## config.mk

```make
export PLATFORM = sky130hd
export DESIGN_NAME = cross_bar_mux_arbiter_flat
export DESIGN_NICKNAME = d
export VERILOG_FILES = /design/src/rtl/cross_bar_mux_arbiter_if.sv /design/src/rtl/cross_bar_mux_arbiter.sv /design/src/flat_wrapper.sv
export SDC_FILE = /design/constraint.sdc
export NUM_CORES = 1
export LEC_CHECK = 0
export ABC_AREA = 1
export BUFFER_PORTS_ARGS = -buffer_cell sky130_fd_sc_hd__clkbuf_2
export CORE_MARGIN = 2
export CORE_UTILIZATION = 45
export CTS_CLUSTER_DIAMETER = 80
export DETAILED_ROUTE_END_ITERATION = 8
export PLACE_DENSITY = 0.94
export SYNTH_ARGS = -nofsm -noshare
export SYNTH_HDL_FRONTEND = slang
export SYNTH_SLANG_ARGS = --single-unit
```

## constraint.sdc

```tcl
create_clock -name aclk -period 3.6 [get_ports aclk]
set_input_delay 0.18 -clock aclk [delete_from_list [all_inputs] [get_ports aclk]]
set_output_delay 0.18 -clock aclk [all_outputs]
set_load 0.03 [all_outputs]
```

## src/rtl/cross_bar_mux_arbiter_if.sv

```systemverilog
// Bus bundle for the AXI-Stream packet merger: per-channel inputs plus the merged output.
// slave is the merger's view, master is the view of whatever drives the inputs and sinks the output.
interface cross_bar_mux_arbiter_if #(
   parameter int MSEL_WIDTH = 2,
   parameter int CHANNEL_NO = 2**MSEL_WIDTH,
   parameter int DATA_WIDTH = 32
);
   logic [CHANNEL_NO-1:0][DATA_WIDTH-1:0] s_axis_tdata;
   logic [CHANNEL_NO-1:0]                 s_axis_tvalid;
   logic [CHANNEL_NO-1:0]                 s_axis_tlast;
   logic [CHANNEL_NO-1:0]                 s_axis_tready;
   logic [DATA_WIDTH-1:0]                 m_axis_tdata;
   logic                                  m_axis_tvalid;
   logic                                  m_axis_tlast;
   logic [MSEL_WIDTH-1:0]                 m_axis_tid;
   logic                                  m_axis_tready;

   modport slave (
      input  s_axis_tdata, s_axis_tvalid, s_axis_tlast, m_axis_tready,
      output s_axis_tready, m_axis_tdata, m_axis_tvalid, m_axis_tlast, m_axis_tid
   );

   modport master (
      output s_axis_tdata, s_axis_tvalid, s_axis_tlast, m_axis_tready,
      input  s_axis_tready, m_axis_tdata, m_axis_tvalid, m_axis_tlast, m_axis_tid
   );
endinterface

```

## src/rtl/cross_bar_mux_arbiter.sv

```systemverilog
// Merges CHANNEL_NO AXI-Stream inputs onto one output, arbitrating round-robin per packet
// so packets are never interleaved; the output beat sits in a single register stage.
module cross_bar_mux_arbiter #(
   parameter int MSEL_WIDTH = 2,
   parameter int CHANNEL_NO = 2**MSEL_WIDTH,
   parameter int DATA_WIDTH = 32
) (
   input  logic                  aclk,
   input  logic                  areset,
   cross_bar_mux_arbiter_if.slave bus
);
   typedef enum logic [0:0] {
      IDLE   = 1'b0,
      ACTIVE = 1'b1
   } state_e;

   localparam logic [MSEL_WIDTH-1:0] LAST_GRANT_RST = MSEL_WIDTH'(CHANNEL_NO - 1);

   state_e                 state_q, state_d;
   logic [MSEL_WIDTH-1:0]  grant_q, grant_d;
   logic [MSEL_WIDTH-1:0]  last_grant_q, last_grant_d;
   logic [DATA_WIDTH-1:0]  m_tdata_q, m_tdata_d;
   logic                   m_tvalid_q, m_tvalid_d;
   logic                   m_tlast_q, m_tlast_d;
   logic [MSEL_WIDTH-1:0]  m_tid_q, m_tid_d;

   logic [MSEL_WIDTH-1:0]  pick_s;
   logic                   any_req_s;
   logic                   out_free_s;
   logic                   accept_s;
   logic [CHANNEL_NO-1:0]  s_tready_s;

   function automatic logic [MSEL_WIDTH-1:0] rr_index(input logic [MSEL_WIDTH-1:0] base,
                                                      input int offs);
      int sum;
      sum = (int'(base) + offs) % CHANNEL_NO;
      return MSEL_WIDTH'(sum);
   endfunction

   // Round-robin search starting just after the previous winner
   always_comb begin
      pick_s    = grant_q;
      any_req_s = 1'b0;
      for (int i = 1; i <= CHANNEL_NO; i++) begin
         if (!any_req_s && bus.s_axis_tvalid[rr_index(last_grant_q, i)]) begin
            any_req_s = 1'b1;
            pick_s    = rr_index(last_grant_q, i);
         end else begin
            any_req_s = any_req_s;
         end
      end
   end

   // Input handshake: only the granted channel may see ready, and only while the output can take a beat
   always_comb begin
      out_free_s = !m_tvalid_q || bus.m_axis_tready;
      s_tready_s = {CHANNEL_NO{1'b0}};
      if ((state_q == ACTIVE) && !areset) begin
         s_tready_s[grant_q] = out_free_s;
      end else begin
         s_tready_s = {CHANNEL_NO{1'b0}};
      end
      accept_s = s_tready_s[grant_q] && bus.s_axis_tvalid[grant_q];
   end

   // Packet-level state: hold the grant until the tlast beat is taken
   always_comb begin
      state_d      = state_q;
      grant_d      = grant_q;
      last_grant_d = last_grant_q;
      case (state_q)
         IDLE: begin
            if (any_req_s) begin
               state_d = ACTIVE;
               grant_d = pick_s;
            end else begin
               state_d = IDLE;
            end
         end
         ACTIVE: begin
            if (accept_s && bus.s_axis_tlast[grant_q]) begin
               state_d      = IDLE;
               last_grant_d = grant_q;
            end else begin
               state_d = ACTIVE;
            end
         end
         default: begin
            state_d = IDLE;
         end
      endcase
   end

   // Output register drains on its own, regardless of the arbitration state
   always_comb begin
      m_tdata_d  = m_tdata_q;
      m_tlast_d  = m_tlast_q;
      m_tid_d    = m_tid_q;
      m_tvalid_d = m_tvalid_q;
      if (accept_s) begin
         m_tdata_d  = bus.s_axis_tdata[grant_q];
         m_tlast_d  = bus.s_axis_tlast[grant_q];
         m_tid_d    = grant_q;
         m_tvalid_d = 1'b1;
      end else if (bus.m_axis_tready) begin
         m_tvalid_d = 1'b0;
      end else begin
         m_tvalid_d = m_tvalid_q;
      end
   end

   // State and output registers with synchronous reset
   always_ff @(posedge aclk) begin
      if (areset) begin
         state_q      <= IDLE;
         grant_q      <= {MSEL_WIDTH{1'b0}};
         last_grant_q <= LAST_GRANT_RST;
         m_tdata_q    <= {DATA_WIDTH{1'b0}};
         m_tvalid_q   <= 1'b0;
         m_tlast_q    <= 1'b0;
         m_tid_q      <= {MSEL_WIDTH{1'b0}};
      end else begin
         state_q      <= state_d;
         grant_q      <= grant_d;
         last_grant_q <= last_grant_d;
         m_tdata_q    <= m_tdata_d;
         m_tvalid_q   <= m_tvalid_d;
         m_tlast_q    <= m_tlast_d;
         m_tid_q      <= m_tid_d;
      end
   end

   assign bus.s_axis_tready = s_tready_s;
   assign bus.m_axis_tdata  = m_tdata_q;
   assign bus.m_axis_tvalid = m_tvalid_q;
   assign bus.m_axis_tlast  = m_tlast_q;
   assign bus.m_axis_tid    = m_tid_q;
endmodule

```

## src/flat_wrapper.sv

```systemverilog
// flat-port wrapper written by rule: the top's interface ports become plain ports
module cross_bar_mux_arbiter_flat 
#(
   parameter int MSEL_WIDTH = 2,
   parameter int CHANNEL_NO = 2**MSEL_WIDTH,
   parameter int DATA_WIDTH = 32
)
  (aclk, areset, bus_s_axis_tdata, bus_s_axis_tvalid, bus_s_axis_tlast, bus_m_axis_tready, bus_s_axis_tready, bus_m_axis_tdata, bus_m_axis_tvalid, bus_m_axis_tlast, bus_m_axis_tid);
  cross_bar_mux_arbiter_if #(.MSEL_WIDTH(MSEL_WIDTH), .CHANNEL_NO(CHANNEL_NO), .DATA_WIDTH(DATA_WIDTH)) bus_i ();
  input  logic aclk;
  input  logic areset;
  input wire logic [$bits(bus_i.s_axis_tdata)-1:0] bus_s_axis_tdata;
  input wire logic [$bits(bus_i.s_axis_tvalid)-1:0] bus_s_axis_tvalid;
  input wire logic [$bits(bus_i.s_axis_tlast)-1:0] bus_s_axis_tlast;
  input wire logic [$bits(bus_i.m_axis_tready)-1:0] bus_m_axis_tready;
  output wire logic [$bits(bus_i.s_axis_tready)-1:0] bus_s_axis_tready;
  output wire logic [$bits(bus_i.m_axis_tdata)-1:0] bus_m_axis_tdata;
  output wire logic [$bits(bus_i.m_axis_tvalid)-1:0] bus_m_axis_tvalid;
  output wire logic [$bits(bus_i.m_axis_tlast)-1:0] bus_m_axis_tlast;
  output wire logic [$bits(bus_i.m_axis_tid)-1:0] bus_m_axis_tid;
  assign bus_i.s_axis_tdata = bus_s_axis_tdata;
  assign bus_i.s_axis_tvalid = bus_s_axis_tvalid;
  assign bus_i.s_axis_tlast = bus_s_axis_tlast;
  assign bus_i.m_axis_tready = bus_m_axis_tready;
  assign bus_s_axis_tready = bus_i.s_axis_tready;
  assign bus_m_axis_tdata = bus_i.m_axis_tdata;
  assign bus_m_axis_tvalid = bus_i.m_axis_tvalid;
  assign bus_m_axis_tlast = bus_i.m_axis_tlast;
  assign bus_m_axis_tid = bus_i.m_axis_tid;
  cross_bar_mux_arbiter #(.MSEL_WIDTH(MSEL_WIDTH), .CHANNEL_NO(CHANNEL_NO), .DATA_WIDTH(DATA_WIDTH)) u_core (.aclk(aclk), .areset(areset), .bus(bus_i));
endmodule
```

## After elaboration in Yosys (flattened, before gate mapping)

Index checks and enable logic that the tools add are counted.

| word-level totals | value |
|---|---|
| register bits | 41 |
| input bits | 139 |
| output and inout bits | 40 |

| operators by class | value |
|---|---|
| multiplexer cells | 32 |
| magnitude comparators | 6 |
| bitwise gates (word level) | 2 |
| reduce and logical (&&, ||, !) cells | 17 |
| $add $sub $neg | 4 |

Operators by type and width:

| kind | number |
|---|---|
| $bmux W32 S2 | 1 |
| $mux W32 | 1 |
| $mux W1 | 16 |
| $lt A2 B3 Y1 const B | 5 |
| $bmux W1 S2 | 7 |
| $mux W2 | 4 |
| $logic_and A1 B1 Y1 | 7 |
| $logic_not A1 Y1 | 5 |
| $add A2 B1 Y2 const B | 2 |
| $add A2 B2 Y2 const B | 2 |
| $and A4 B4 Y4 | 1 |
| $mux W4 | 1 |
| $reduce_bool A4 Y1 | 1 |
| $reduce_and A3 Y1 | 1 |
| $demux W1 S2 | 1 |
| $ge A2 B1 Y1 const B | 1 |
| $pmux W1 S2 | 1 |
| $reduce_and A2 Y1 | 1 |
| $reduce_bool A2 Y1 | 1 |
| $logic_or A1 B1 Y1 | 1 |
| $not A1 Y1 | 1 |

## Longest topological paths before layout

Gate-level depths: netlist of run 1.

| depth | value |
|---|---|
| word-level depth | 15 |
| gate-level depth with buffers | 13 |
| mapped depth without buffers | 12 |

## Worst setup path after synthesis of run 1

OpenSTA, ideal clock, no wires.

| timing | value |
|---|---|
| kind | register to output |
| from | register u_core.grant_q[0] |
| to | output bus_s_axis_tready[0] |
| data required time | 3.420 ns |
| arrival | 1.351 ns |
| stages on the path, launching flop included | 4 |
| slack | 2.069 ns |
| cells stage by stage | dfxtp_1 > buf_4 > buf_2 > nor3_1 |

| on the way | value |
|---|---|
| word-level cells in the longest chain between the ends | 6 |

RTL lines:

| item | line | RTL |
|---|---|---|
| start: declaration | cross_bar_mux_arbiter.sv:20 | `logic [MSEL_WIDTH-1:0] grant_q, grant_d;` |
| start signal: assignment | cross_bar_mux_arbiter.sv:116 | `grant_q <= {MSEL_WIDTH{1'b0}};` |
| start signal: assignment | cross_bar_mux_arbiter.sv:124 | `grant_q <= grant_d;` |
| $lt A2 B3 Y1 (implied by the code) / $ge A2 B1 Y1 (equally long branches) | cross_bar_mux_arbiter.sv:59 | `s_tready_s[grant_q] = out_free_s;` |
| $logic_and A1 B1 Y1 (implied by the code) | cross_bar_mux_arbiter.sv:59 |  |
| $mux W1 (implied by the code) | cross_bar_mux_arbiter.sv:59 |  |
| $demux W1 S2 (*) | n/a |  |
| $and A4 B4 Y4 (no source line) (*) | n/a |  |
| $mux W4 (*) | cross_bar_mux_arbiter.sv:58 | `if ((state_q == ACTIVE) && !areset) begin` |
| end: declaration | flat_wrapper.sv:16 | `output wire logic [$bits(bus_i.s_axis_tready)-1:0] bus_s_axis_tready;` |

Every way passes the cells marked *; elsewhere a longest branch is shown, timed or not.

## Final worst setup path of run 1

| timing | value |
|---|---|
| from | register u_core.grant_q[0] |
| to | register u_core.m_tdata_q[12], in the netlist u_core.bus.m_axis_tdata[12] |

| on the way | value |
|---|---|
| word-level cells in the longest chain between the ends | 9 |

RTL lines:

| item | line | RTL |
|---|---|---|
| $lt A2 B3 Y1 (implied by the code) / $ge A2 B1 Y1 (equally long branches) | cross_bar_mux_arbiter.sv:59 |  |
| $logic_and A1 B1 Y1 (implied by the code) | cross_bar_mux_arbiter.sv:59 |  |
| $mux W1 (implied by the code) | cross_bar_mux_arbiter.sv:59 |  |
| $demux W1 S2 | n/a |  |
| $and A4 B4 Y4 (no source line) | n/a |  |
| $mux W4 | cross_bar_mux_arbiter.sv:58 |  |
| $bmux W1 S2 | cross_bar_mux_arbiter.sv:63 | `accept_s = s_tready_s[grant_q] && bus.s_axis_tvalid[grant_q];` |
| $mux W1 (implied by the code) | cross_bar_mux_arbiter.sv:63 |  |
| $logic_and A1 B1 Y1 | cross_bar_mux_arbiter.sv:63 |  |
| end signal: assignment | cross_bar_mux_arbiter.sv:118 | `m_tdata_q <= {DATA_WIDTH{1'b0}};` |
| end signal: assignment | cross_bar_mux_arbiter.sv:126 | `m_tdata_q <= m_tdata_d;` |
| end: declaration | cross_bar_mux_arbiter.sv:22 | `logic [DATA_WIDTH-1:0] m_tdata_q, m_tdata_d;` |

Parallel ways exist; a longest one is shown, timed or not. The select of a mux whose other input is x is not followed.
A chain may end at the register's enable or synchronous reset.

==> run metrics, run 1 <==
top post-synthesis cells by area=dfxtp_1 (31%), nand2_1 (25%), a221oi_1 (11%); final wirelength=around 8600 um; CTS max path bufs=2; Yosys warning total=0; Post-layout nets=about 740; xor/xnor share of the synthesized area=0%; post-CTS setup buffer count=0; Final period util=71.25%; Antenna Cells=0; Adder-Cell Fraction of Synth Area=0%; Starting Density=45.76%; CP endpoint kind=flip-flop; DR iter-0 viols=222; CP arrival=2.75 ns; antenna violations before repair=0; Worst Skew=0.008614 ns; hold_buf cts=0; Yosys cell types=23; synthesized area per cell=approximately 6 um2; final hold vios=0; vias in the first global route=just under 3000; CTS resizes=0; pin count of the biggest net entering global routing=65; Root Driver=clkbuf_8; Hold WC Path Type=in2reg; gpl congestion=0.9901; Post-Syn Area=around 2700 um2; mean routed wirelength per cell=12.68 um; synthesis-to-layout area growth=36.53%; worst setup path class=reg2reg; Yosys reg bits=41; DRC violations left=0; Slew @ Worst Pin=0.7631 ns; Worst-Skew Late Latency=0.29 ns; # fillers=around 540; syn_nets=580; outcome=finished clean; CTS tree=built; Syn Inst Count=~440; max-cap viol count=0; Total Routing Usage GR=24.69%; Pleak=around 2.0 nW; vias post-DR=about 3500; Core Box Area=5816 um2; DRT Pass-1 Iters=5; row count=28; CTS H-tree depth=2; gr ovfl total=0; Die Y=80.90 um; clock transition at the registers of the reported paths=0.08 ns; area fraction in compound gates after synthesis=19.70%; Inserted Clock Buffers=5; Seq/Total Area, Yosys=a little under a third; slew margin rel.=around 49%; # setup viols final=0; Setup crit start kind=flip-flop; final core occ=62.48%; share of the synthesized area in the top cell type=30.84%; CP max FO=64; Synth Area in Simple Gates=between 40% and 50%; Yosys top cell by area=dfxtp_1; fmax=389.9 MHz; Die ar.=6545 um2; sum of negative setup slack=0 ns; layout cells sized above 1=33.94%; RSZ-0062 raised after global routing=no; io pins=179; Die Width=80.90 um; IO buf count=178; largest family of logic cells by synthesized area=simple AND/OR/NAND/NOR gates; DRT antenna net count=0; mux cell area share after synthesis=0%; Sink Count=roughly 40; minimum clock period=2.565 ns; DP HPWL=around 6600 um; first-pass GRT wire length=12940 um; fin. max-slew vios=0; required time of the critical path=3.78 ns; Cell Pwr Density=548.9 nW/um2; vias per inst=5.127; Max IR drop VDD=0.0003628 V
## cells in the mapped netlist
library cell	number
nand2_1	179
nand3_1	15
nand4_1	1
nor2_2	3
buf_2	4
o21ai_1	1
o21ai_0	4
a21oi_2	1
buf_6	6
inv_2	5
a221oi_1	32
nand2_2	4
dfxtp_1	41
inv_1	13
o211ai_1	2
nor2_1	74
o221ai_2	1
inv_4	1
nor3_1	1
a21oi_1	36
buf_1	5
buf_4	3
clkbuf_1	9
## state kept, by name, summed over array words and instances (netlist names)
name and cells:
u_core.bus.m_axis_tlast 1, u_core.bus.m_axis_tvalid 1, u_core.bus.m_axis_tdata 32, u_core.last_grant_q 2
u_core.grant_q 2, u_core.bus.m_axis_tid 2, u_core.state_q 1
## report_power, final
group / total [mW] / internal, mW / switching (mW)
combinational: 1.01 / 0.349 / 0.663
sequential: 0.597 / 0.531 / 0.0658
clock: 0.385 / 0.225 / 0.160
total: 1.99 / 1.11 / 0.889
## worst max-delay path, stage by stage (launching register included)
cell	delay, ns
dfxtp_1	0.47
buf_4	0.26
nor2_2	0.61
a21oi_2	0.14
o221ai_2	0.10
nand2_2	0.15
inv_4	0.43
nand2_1	0.12
nand2_1	0.08
nor2_1	0.04
## per-layer routing
| layer | routed length [um] | GRT usage, % |
|---|---|---|
| met1 | 3480 | 29.71 |
| met2 | 4329 | 44.63 |
| met3 | 620 | 3.444 |
| met4 | 179 | 8.814 |
| met5 | 0 | 0 |
## logic make-up after synthesis
group / Yosys count
AND/OR/NAND/NOR: 277
buffers and inverters: 46
AO/OA/AOI/OAI: 77
flip-flops: 41
## per-stage QoR
step                      hold WS [ns]  setup WS [ns]  instance area [um2]  power (mW)  cells
after floorplan                 0.2491          2.069                 2661       1.352    441
after global placement          0.4243          1.143                 3513       1.581    671
after detailed placement        0.4385          1.028                 3513       1.613    671
after CTS                       0.1210          1.011                 3633       2.001    679
after global routing            0.1482         0.7738                 3633       2.136    679
final                           0.1426          1.035                 3633       1.994    679
## final cells by class
cell class                 instances  area, um2  share of cell area [%]
inverter                          19      73.82                   2.032
multi-input combinational        354       1604                   44.15
clock buffer                       6      82.58                   2.273
tap                               75      93.84                   2.583
clock inverter                     2      37.54                   1.033
sequential                        41      820.8                   22.59
timing repair buffer             182      920.9                   25.34
## final timing paths
path                                                 start                                  endpoint  slack (ns)  cells past startpoint
setup reg to reg            u_core.grant_q[0]$_SDFFE_PP0P_  u_core.bus.m_axis_tdata[12]$_SDFFE_PP0P_        1.03                      9
hold reg to reg   u_core.bus.m_axis_tdata[20]$_SDFFE_PP0P_  u_core.bus.m_axis_tdata[20]$_SDFFE_PP0P_        0.49                      2
hold / removal                                      areset            u_core.grant_q[1]$_SDFFE_PP0P_        0.14                      2
setup / recovery            u_core.grant_q[0]$_SDFFE_PP0P_  u_core.bus.m_axis_tdata[12]$_SDFFE_PP0P_        1.03                      9
## layout by cell type, fill, tap and decap left out, drive strengths merged
master,netlist,layout
a21oi,37,37
a221oi,32,32
buf,18,4
bufinv,0,1
clkbuf,9,184
clkinvlp,0,1
dfxtp,41,41
inv,19,19
nand2,183,183
nand3,15,15
nand4,1,1
nor2,77,77
nor3,1,1
o211ai,2,2
o21ai,5,5
o221ai,1,1
Power figures use the tool's default switching activity.
==> run 2, diff against run 1 <==
--- a/config.mk
+++ b/config.mk
@@ -8,10 +8,10 @@
 export ABC_AREA = 1
 export BUFFER_PORTS_ARGS = -buffer_cell sky130_fd_sc_hd__clkbuf_2
 export CORE_MARGIN = 2
-export CORE_UTILIZATION = 45
+export CORE_UTILIZATION = 42
 export CTS_CLUSTER_DIAMETER = 80
 export DETAILED_ROUTE_END_ITERATION = 8
-export PLACE_DENSITY = 0.94
+export PLACE_DENSITY = 0.89
 export SYNTH_ARGS = -nofsm -noshare
 export SYNTH_HDL_FRONTEND = slang
 export SYNTH_SLANG_ARGS = --single-unit
==> constraint.sdc (replaced) <==
create_clock -name aclk -period 2.38 [get_ports aclk]
set_input_delay 0.119 -clock aclk [delete_from_list [all_inputs] [get_ports aclk]]
set_output_delay 0.119 -clock aclk [all_outputs]
set_load 0.03 [all_outputs]
==> run 2 against run 1 <==
Net effect:
- combinational power increased by 56%
- die area up 6.8%
- worst setup slack worse by 0.67 ns
- final area about the same
- wire length up 0.35%
- sequential share of layout area is essentially flat
- non-clock buffer count up 4
- hold slack got worse by 0.063 ns
- critical path depth fell by 1
- first-iteration DRC count down 5.4%
- sequential cell count unchanged
==> run metrics, run 2 (synthesis results as in run 1) <==
outcome=finished clean; Cell Pwr Density=801.8 nW/um2; synthesis-to-layout area growth=36.48%; clock transition at the registers of the reported paths=0.07 ns; DP HPWL=6656 um; vias in the first global route=around 3300; multi-input logic area=1604 um2; worst setup path class=reg2reg; minimum clock period=~2.0 ns; Setup crit start kind=flip-flop; sum of negative setup slack=0 ns; Post-layout nets=746; Hold Crit Depth=2; CP max FO=64; Die Width=roughly 84 um; pin count of the biggest net entering global routing=65; CTS H-tree depth=2; first-pass GRT wire length=between 10000 and 15000 um; Core Box Area=6241 um2; io pins=179; DRC violations left=0; RSZ-0062 raised after global routing=no; Starting Density=42.64%; CTS max path bufs=2; Worst-Skew Late Latency=0.28 ns; antenna violations before repair=0; most frequent cells in the layout=nand2_1 (179), clkbuf_2 (178), nor2_1 (74); vias post-DR=3499; # setup viols final=0; max FFs per register=32; IO buf count=178; Die ar.=about 7000 um2; DR iter-0 viols=between 200 and 250; fmax=495.6 MHz; row count=29; final hold vios=0; Max IR drop VDD=0.0004880 V; gpl congestion=roughly 0.93; Antenna Cells=0; gr ovfl total=0; Placed Cells=677; layout cells sized above 1=around a third; DRT Pass-1 Iters=5; Inserted Clock Buffers=5; mean routed wirelength per cell=12.63 um; # fillers=~630; Die Y=83.60 um; hold_buf cts=0; Hold WC Path Type=in2reg; post-CTS setup buffer count=0; Total Routing Usage GR=between 20% and 30%; CP arrival=around 2.2 ns; required time of the critical path=2.56 ns; final wirelength=8640 um; register area=between 800 and 900 um2; Pleak=1.958 nW; most common cell after layout, fill and taps aside=nand2_1; Finished Layout Cells=around 680; Worst Skew=0.002015 ns; worst reg2reg path depth=8; fin. max-slew vios=0; Sink Count=41; max-cap viol count=0; Final period util=84.78%; Slew @ Worst Pin=0.6278 ns; DRT antenna net count=0; CTS resizes=0; Root Driver=clkbuf_8; slew margin rel.=58.08%; CTS tree=built; vias per inst=5.115; CP endpoint kind=flip-flop
## run 2: cell types whose count changed in the layout (fill, tap and decap cells not counted), sizes merged
cell      change
bufinv        -1
clkbuf        +1
clkinvlp      -1
buf           +4
## run 2: power by group
part           total [mW]  switching [mW]  internal [mW]
logic                1.58            1.02          0.551
clock network       0.451           0.221          0.230
registers           0.886          0.0829          0.803
## run 2: critical path, cell delays in order (launching register included)
cell      delay [ns]
dfxtp_1         0.39
nor2_2          0.44
a21oi_2         0.12
o221ai_2        0.09
nand2_2         0.15
inv_4           0.43
nand2_1         0.13
nand2_1         0.10
nor2_1          0.04
## run 2: routing by layer
layer	up-vias	global-route usage, %	share of wire [%]
li1	1782	-	-
met3	18	4.550	6.8
met4	0	7.478	1.8
met1	1543	28.48	41
met2	156	43.85	51
met5	-	0	0
## run 2: worst paths after layout
kind	slack, ns	to	from
min	0.08	u_core.bus.m_axis_tlast$_SDFFE_PP0P_	areset
max reg2reg	0.36	u_core.bus.m_axis_tdata[5]$_SDFFE_PP0P_	u_core.grant_q[0]$_SDFFE_PP0P_
max	0.36	u_core.bus.m_axis_tdata[5]$_SDFFE_PP0P_	u_core.grant_q[0]$_SDFFE_PP0P_
min reg2reg	0.48	u_core.bus.m_axis_tdata[21]$_SDFFE_PP0P_	u_core.bus.m_axis_tdata[21]$_SDFFE_PP0P_
## run 2: metrics by stage
stage                     hold slack, ns  area [um2]  setup slack (ns)  total power [mW]  util (%)
final                            0.07972        3632            0.3622             2.912     58.20
after CTS                        0.07296        3632            0.3746             2.924     58.20
after detailed placement          0.3760        3546            0.3841             2.471     56.82
after global routing             0.07714        3632            0.1774             3.138     58.20
after global placement            0.3658        3546            0.5205             2.424     56.82
after floorplan                   0.1881        2661            0.9099             2.045         -
## run 2: cell type report
cell class / instances / share of cell area (%)
timing repair buffer: 186 / 26.18
clock buffer: 7 / 2.377
multi-input combinational: 354 / 44.16
tap: 77 / 2.652
inverter: 19 / 2.032
sequential: 41 / 22.60
==> run 3, diff against run 2 <==
--- a/config.mk
+++ b/config.mk
@@ -5,7 +5,7 @@
 export SDC_FILE = /design/constraint.sdc
 export NUM_CORES = 1
 export LEC_CHECK = 0
-export ABC_AREA = 1
+export ABC_AREA = 0
 export BUFFER_PORTS_ARGS = -buffer_cell sky130_fd_sc_hd__clkbuf_2
 export CORE_MARGIN = 2
 export CORE_UTILIZATION = 42
==> constraint.sdc (replaced) <==
create_clock -name aclk -period 1.91 [get_ports aclk]
set_input_delay 0.0955 -clock aclk [delete_from_list [all_inputs] [get_ports aclk]]
set_output_delay 0.0955 -clock aclk [all_outputs]
set_load 0.03 [all_outputs]
==> run 3 against run 2 <==
Net effect:
- final area is 0.14% lower
- global-route usage is 0.58 points lower
- wire length fell by 6.3%
- clock skew rose by 0.0038 ns
- first-iteration DRC count shrank 31%
- clock-buffer cell count fell by 2
- worst setup slack worse by 0.16 ns
- power shrank 10%
- highest routed layer unchanged
- synthesized area is 3.2% lower
- combinational power decreased by 33%
- final cell count is 26% lower
- synthesized cell count decreased by 41%
==> run metrics, run 3 <==
vias in the first global route=2755; Yosys warning total=0; Die ar.=6773 um2; Yosys reg bits=41; vias per inst=5.590; vias post-DR=2823; antenna violations before repair=0; synthesis-to-layout area growth=40.86%; IO buf count=approximately 180; DRT antenna net count=0; Setup crit start kind=flip-flop; max FFs per register=32; DR iter-0 viols=145; layout cells sized above 1=55.35%; DRT Pass-1 Iters=5; largest family of logic cells by synthesized area=multiplexers; Worst Skew=0.005777 ns; clock power share=a little over a fifth; Switching Share=35.76%; Max IR drop VDD=0.0004412 V; CP top delay family=simple AND/OR/NAND/NOR gates; CTS resizes=0; Synth Area in Simple Gates=12.78%; Inserted Clock Buffers=5; clock transition at the registers of the reported paths=approximately 0.08 ns; sum of negative setup slack=0 ns; Async SR Flop Fraction=0%; gr ovfl total=0; CP cell instances=nor2b_1 -> nor2_2 -> buf_4 -> nand2_1 -> nor2_1 -> clkbuf_2; Core Box Area=around 5900 um2; CTS H-tree depth=2; Syn Inst Count=about 260; Seq/Total Area, Yosys=31.88%; pin count of the biggest net entering global routing=34; io pins=~180; Starting Density=~43%; CP endpoint kind=output port; Adder-Cell Fraction of Synth Area=0%; Sink Count=41; minimum clock period=1.711 ns; final hold vios=0; row count=28; Yosys cell types=38; Antenna Cells=0; P_sw=0.9324 mW; Power Internal=1.675 mW; Worst-Skew Late Latency=0.29 ns; Crit path buffers/inverters=2; hold_buf cts=0; worst setup path class=reg2out; mux cell area share after synthesis=31.29%; top post-synthesis cells by area=dfxtp_1 (32%), mux4_2 (28%), a21oi_1 (6.6%); CTS tree=built; CP max FO=15; prevailing post-synth register cell=dfxtp_1; syn_nets=398; RSZ-0062 raised after global routing=no; Post-Syn Area=2575 um2; Root Driver=clkbuf_8; most common cell in the netlist=dfxtp_1; mean routed wirelength per cell=between 15 and 20 um; area fraction in compound gates after synthesis=17.98%; fmax=a little under 600 MHz; final wirelength=between 8000 and 9000 um; Hold WC Path Type=in2reg; combinational share of power=40.8%; Final period util=between 80 and 90%; max-cap viol count=0; first-pass GRT wire length=12190 um; Critical Path Max Stage Delay=0.33 ns; top cells by count, synth=dfxtp_1 (41), a21oi_1 (34), mux4_2 (32), nand3_1 (32), o21ai_1 (31); CP arrival=approximately 1.6 ns; share of power burned in registers=a little under two fifths; DRC violations left=0; total power=~2.6 mW; most common cell after layout, fill and taps aside=clkbuf_2; Die Width=82.30 um; Yosys top cell by area=dfxtp_1; Total Routing Usage GR=23.53%; slew margin rel.=65.70%; most frequent cells in the layout=clkbuf_2 (178), dfxtp_1 (39), a21oi_1 (34); Pleak=1.621 nW; critical path's slowest cell=dfxtp_1; required time of the critical path=between 1.5 and 2 ns; Cell Pwr Density=718.8 nW/um2; CTS max path bufs=2; DP HPWL=6362 um; Slew @ Worst Pin=0.5015 ns; xor/xnor share of the synthesized area=0%; post-CTS setup buffer count=0; gpl congestion=around 0.8; fin. max-slew vios=0; # setup viols final=0; synthesized area per cell=approximately 9.9 um2; outcome=finished clean; Die Y=82.30 um; number of synthesized flops with an enable pin=0; Post-layout nets=568; share of the synthesized area in the top cell type=31.88%
[run 3: cell types whose count changed in the layout (fill, tap and decap cells not counted), sizes merged, moves of 4 or more]
cell    delta
nand2    -179
nor2      -68
a221oi    -32
mux4      +32
o21ai     +29
nand3     +18
inv       -14
buf        +5
mux2i      +5
nor2b      +5
nand2b     +4
o22ai      +4
[run 3: cell families after synthesis]
| logic type | Yosys count |
|---|---|
| AO/OA/AOI/OAI | 83 |
| buffers and inverters | 33 |
| flip-flops | 41 |
| multiplexers | 39 |
| AND/OR/NAND/NOR | 63 |
[run 3: worst paths after layout]
check / end / cells after the start / slack [ns] / from
max reg2reg: u_core.bus.m_axis_tdata[0]$_SDFFE_PP0P_ / 4 / 0.34 / u_core.grant_q[1]$_SDFFE_PP0P_
max: bus_s_axis_tready[3] / 6 / 0.20 / u_core.bus.m_axis_tvalid$_SDFFE_PP0P_
min: u_core.state_q$_SDFF_PP0_ / 3 / 0.17 / areset
min reg2reg: u_core.bus.m_axis_tdata[5]$_SDFFE_PP0P_ / 2 / 0.48 / u_core.bus.m_axis_tdata[5]$_SDFFE_PP0P_
[run 3: cell type report]
| type | count | area, um2 |
|---|---|---|
| repair buffers | 191 | 1001 |
| multi-input cells | 185 | 1604 |
| clock inverters | 3 | 17.52 |
| fillers | 527 | 2293 |
| inverters | 5 | 18.77 |
| clock buffers | 5 | 68.82 |
| flip-flops and latches | 41 | 823.3 |
| well taps | 75 | 93.84 |
[run 3: power by group through the flow]
stage | registers [mW] | logic (mW) | clock network [mW]
finish | 0.980 | 1.06 | 0.564
global route | 0.990 | 1.15 | 0.615
CTS | 0.979 | 1.06 | 0.577
detailed placement | 0.999 | 1.06 | 0
global placement | 0.995 | 1.03 | 0
floorplan | 1.08 | 0.640 | 0
[run 3: worst reg2reg max path: stages, from the launching register on]
cell	delay, ns
dfxtp_2	0.38
mux2i_1	0.34
mux2_4	0.48
o21ai_0	0.14
a21oi_1	0.16
[run 3: metal layers]
| metal | routed length (um) | global-route usage [%] | vias to the layer above |
|---|---|---|---|
| met3 | 705 | 5.870 | 10 |
| met4 | 89 | 6.500 | 0 |
| met2 | 4261 | 44.03 | 140 |
| met1 | 3039 | 26.21 | 1339 |
| met5 | 0 | 0 | - |
| li1 | - | - | 1334 |
[run 3: metrics by stage]
| step | hold slack (ns) | worst slack, ns | area, um2 | util (%) | cells |
|---|---|---|---|---|---|
| finish | 0.1743 | 0.1988 | 3627 | 61.26 | 505 |
| global route | 0.1786 | 0.04595 | 3627 | 61.26 | 505 |
| CTS | 0.1675 | 0.09383 | 3623 | 61.20 | 505 |
| detailed placement | 0.4737 | 0.1096 | 3537 | 59.74 | 497 |
| global placement | 0.4537 | 0.2275 | 3537 | 59.74 | 497 |
| floorplan | 0.3176 | 0.2478 | 2575 | - | 259 |
